<file path="src/rtl/shifter_seq.sv">
// shifter_seq: command-driven universal shift register (load, shift, rotate, arithmetic shift)
// Multi-position shifts run one bit per clock under a start/busy/done handshake.
// Optional macro SHIFTER_SEQ_BARREL_EN: complete any shift in the accepting edge instead.
module shifter_seq #(
    parameter int WIDTH = 8,
    parameter int AMT_W = 3
) (
    input  logic             clk,
    input  logic             clr,
    input  logic             start,
    input  logic [2:0]       op,
    input  logic [AMT_W-1:0] amt,
    input  logic [WIDTH-1:0] D,
    input  logic             D_sr,
    input  logic             D_sl,
    output logic [WIDTH-1:0] Q,
    output logic             sout,
    output logic             busy,
    output logic             done
);
    typedef enum logic [1:0] {IDLE, SHIFT, DONE} state_t;

    state_t           state_q, state_d;
    logic [AMT_W-1:0] cnt_q, cnt_d;
    logic [2:0]       op_q, op_d;
    logic [WIDTH-1:0] q_q, q_d;
    logic             sout_q, sout_d;
    logic             is_shift;

    // One step of a shift op; returns {bit shifted out, new register value}
    function automatic logic [WIDTH:0] step(input logic [2:0] o, input logic [WIDTH-1:0] v,
                                            input logic sr, input logic sl);
        case (o)
            3'b010:  step = {v[0], sr, v[WIDTH-1:1]};
            3'b011:  step = {v[WIDTH-1], v[WIDTH-2:0], sl};
            3'b100:  step = {v[0], v[0], v[WIDTH-1:1]};
            3'b101:  step = {v[WIDTH-1], v[WIDTH-2:0], v[WIDTH-1]};
            3'b110:  step = {v[0], v[WIDTH-1], v[WIDTH-1:1]};
            default: step = {1'b0, v};
        endcase
    endfunction

    assign is_shift = (op >= 3'b010) && (op <= 3'b110);

    // State register and datapath registers; clr aborts any command in flight
    always_ff @(posedge clk) begin
        if (clr) begin
            state_q <= IDLE;
            cnt_q   <= '0;
            op_q    <= '0;
            q_q     <= '0;
            sout_q  <= 1'b0;
        end else begin
            state_q <= state_d;
            cnt_q   <= cnt_d;
            op_q    <= op_d;
            q_q     <= q_d;
            sout_q  <= sout_d;
        end
    end

    // Next state: step the latched op while shifting, otherwise accept a new command
    always_comb begin
        state_d = state_q;
        cnt_d   = cnt_q;
        op_d    = op_q;
        q_d     = q_q;
        sout_d  = sout_q;
        if (state_q == SHIFT) begin
            {sout_d, q_d} = step(op_q, q_q, D_sr, D_sl);
            cnt_d = cnt_q - AMT_W'(1);
            if (cnt_q == AMT_W'(1)) state_d = DONE;
        end else if (start) begin
            state_d = DONE;
            if (op == 3'b001) begin
                q_d = D;
            end else if (is_shift && amt != '0) begin
`ifdef SHIFTER_SEQ_BARREL_EN
                for (int i = 0; i < 2**AMT_W; i++)
                    if (i < int'(amt)) {sout_d, q_d} = step(op, q_d, D_sr, D_sl);
`else
                state_d = SHIFT;
                cnt_d   = amt;
                op_d    = op;
`endif
            end
        end else begin
            state_d = IDLE;
        end
    end

    // Outputs come straight from registers
    always_comb begin
        Q    = q_q;
        sout = sout_q;
        busy = (state_q == SHIFT);
        done = (state_q == DONE);
    end
endmodule

</file>
<file path="config.mk">
export PLATFORM = sky130hd
export DESIGN_NAME = shifter_seq
export DESIGN_NICKNAME = d
export VERILOG_FILES = /design/src/rtl/shifter_seq.sv
export SDC_FILE = /design/constraint.sdc
export NUM_CORES = 1
export LEC_CHECK = 0
export ABC_AREA = 1
export CAP_MARGIN = 40
export CORE_MARGIN = 2
export CORE_UTILIZATION = 41
export DETAILED_ROUTE_END_ITERATION = 10
export MAX_ROUTING_LAYER = met4
export PLACE_DENSITY_LB_ADDON = 0.05
export SLEW_MARGIN = 20
export SYNTH_ARGS = -nofsm -noshare
export SYNTH_HDL_FRONTEND = slang
export SYNTH_SLANG_ARGS = --single-unit
</file>
<file path="constraint.sdc">
create_clock -name clk -period 1.9 [get_ports clk]
set_input_delay 0.475 -clock clk [delete_from_list [all_inputs] [get_ports clk]]
set_output_delay 0.475 -clock clk [all_outputs]
set_load 0.02 [all_outputs]
</file>
==> impl_metrics.py <==
metrics = {
    "detailed_routing": {
        "dr.pass1.iters": 4,
        "wl_per_cell_um": 11.77,
        "final_antenna_net_count": 0,
        "drc_errors": 0,
        "num_vias": 1277,
        "initialDrtViolationCount": 31,
        "via_per_inst": 5.047,
        "drt_wl_total_um": 2978,
    },
    "worst_setup_path": {
        "r2r_setup_slack_ns": 0.52,
        "worst_ep_required_time_ns": 1.42,
        "start_kind": "flip-flop",
        "max_stage_delay_ns": 0.64,
        "cp.arrival_ns": 1.34,
        "critPathMaxFanout": 4,
        "crit_path_end_kind": "output port",
        "criticalPathCategory": "flip-flop to output port",
        "cp_cell_sequence": "clkdlybuf4s50_1",
        "critPathBufInv": 1,
        "crit_path_top_delay_cell": "clkdlybuf4s50_1",
        "crit_family": "buffers and inverters",
    },
    "timing": {
        "whs_ns": 0.4741,
        "finClkSkew_ns": 0.0006489,
        "max_slew.worst_pin.slew_ns": 0.3795,
        "timing.final.crit_period_ns": 1.812,
        "setup_violations": 0,
        "finalMaxSlewViolations": 0,
        "fin_setup_tns_ns": 0,
        "hold_viol": 0,
        "rsz0062_at_grt": "no",
        "maxSlewHeadroom_pct": 74.67,
        "setup_slack_ns": 0.08846,
        "fmax_ghz": 0.5520,
        "timing.final.crit_share_pct": 95.34,
    },
    "clock_network": {
        "clock_sinks": 17,
        "cts_made_buffers": 3,
        "postCtsSetupRepairBufs": 0,
        "insertion_delay_ns": 0.29,
        "cts_hold_buf": 0,
        "cts-root-buf": "clkbuf_4",
        "cts_tree": "built",
        "cts_max_level": 1,
        "path_clk_slew_ns": 0.11,
        "clock_path_buffers": 2,
    },
    "final_layout": {
        "diodes": 0,
        "area.growth.synth_to_final_pct": 31.67,
        "final_common_cell": "nand2_1",
        "layout.nets": 244,
        "drive_gt1_share_pct": 6.757,
        "fin_util_pct": 55.19,
        "num-fill-cells": 298,
        "final_cell_mix": "nand2_1, nand3_1, nor2_1, clkdlybuf4s50_1, inv_1",
    },
    "placement": {
        "place_congestion": 0.8086,
        "numPortBuffers": 29,
        "post-place-ws_ns": 0.02657,
        "hpwl_um": 2195,
    },
    "pwr": {
        "p_per_area_nw_per_um2": 663.9,
        "ir_worst_vdd_v": 0.0003980,
        "p_leak_nw": 0.7013,
        "p_total_w": 0.0009843,
    },
    "floorplan": {
        "start_util_pct": 41.92,
        "die_area_um2": 3182,
        "num_rows": 19,
        "dieHeight_um": 56.41,
        "core_um2": 2686,
        "fp.dieW_um": 56.41,
        "io_pins": 30,
    },
    "global_route": {
        "grt_pass1_wl_um": 5037,
        "grt_util_all_layers_pct": 20.44,
        "grt_max_degree": 27,
        "antenna_found_initial": 0,
        "first_global_vias": 1151,
        "grt_overflow": 0,
    },
    "synth": {
        "synth.area.mux_share_pct": 0,
        "yosysUniqueCellTypes": 20,
        "seq_area_frac_synth_pct": 30.22,
        "synth_top_family_by_area": "simple AND/OR/NAND/NOR gates",
        "synth_warnings": 0,
        "avgSynthCellArea_um2": 5.927,
        "ys_ff_latch": 17,
        "synth_xor_area_share_pct": 0,
        "synth_area_um2": 1126,
        "syn-num-nets": 211,
        "yosys.area_share.adder_pct": 2.222,
        "synth-compound-area-share_pct": 7.111,
        "syn_inst": 190,
        "yosys.area_share.simple_pct": 49.89,
    },
    "worst_hold_path": {
        "hold_path.class": "flip-flop to flip-flop",
    },
    "flow_run": {
        "cap_violations": 0,
    },
    "outcome": {
        "status": "finished, final reports clean",
    },
}
## stage by stage
stage	cell area (µm²)	instances
4_1_cts	1478	253
6_report	1483	253
3_3_place_gp	1453	249
2_1_floorplan	1126	190
5_1_grt	1483	253
3_5_place_dp	1453	249
## final timing paths
kind,from,to,cells past startpoint
setup / recovery,Q[6],Q[6],1
hold / removal,sout,sout,2
setup reg to reg,state_q[0],Q[0],9
hold reg to reg,sout,sout,2
## per-layer routing
layer	up-vias	global-route usage, %	part of all wire (%)	wire length (µm)
met3	4	3.687	4.2	126
met1	572	25.64	49	1450
met2	29	33.45	46	1381
met4	0	6.463	0.64	19
met5	-	-	0	0
li1	672	-	-	-
## cells in the mapped netlist (all sizes together)
master	count	area share, %
or2	1	0.56
buf	4	2.2
nor2	30	11
nor3	1	0.44
dfxtp	17	30
ha	2	2.2
inv	25	8.3
nand3	32	14
nand2	58	20
a21oi	13	5.8
o21ai	3	1.3
nand4	4	3.6
## state kept, by name (all words and copies together) (netlist names)
signal   count
Q            8
cnt_q        3
op_q         3
sout         1
state_q      2
## repair_timing
action,CTS,global route
endpoints found under the setup margin,2,2
endpoints found under the hold margin,0,0
resized for setup,2,2
## worst register-to-register path: stages, from the launching register on
cell and delay [ns]:
dfxtp_1 0.34, inv_1 0.06, nor2_4 0.08, buf_4 0.20, inv_2 0.06, buf_4 0.21, nand2_1 0.09, nand3_1 0.08
nor2_1 0.14, nor2_2 0.04
## power breakdown
group	switching (W)	internal [W]	total (W)
sequential	0.0000430	0.000393	0.000437
clock	0.000121	0.0000782	0.000200
combinational	0.000200	0.000148	0.000348
total	0.000365	0.000620	0.000984
## final cells by class
type                            instances  area [µm²]  area share (%)
Sequential cell                        17       340.3           22.95
Inverter                               25       93.84           6.329
Tap cell                               31       38.79           2.616
Timing Repair Buffer                   32       315.3           21.27
Clock inverter                          1       5.005          0.3376
Clock buffer                            3       22.52           1.519
Multi-Input combinational cell        144       666.9           44.98
## cell families (layout without fill, tap and decap cells)
group                    Yosys count  count (layout)
AO/OA/AOI/OAI                     16              16
adder cells (fa/ha/maj)            2               2
buffers and inverters             29              61
flip-flops                        17              17
AND/OR/NAND/NOR                  126             126
(Power assumes the default switching activity.)
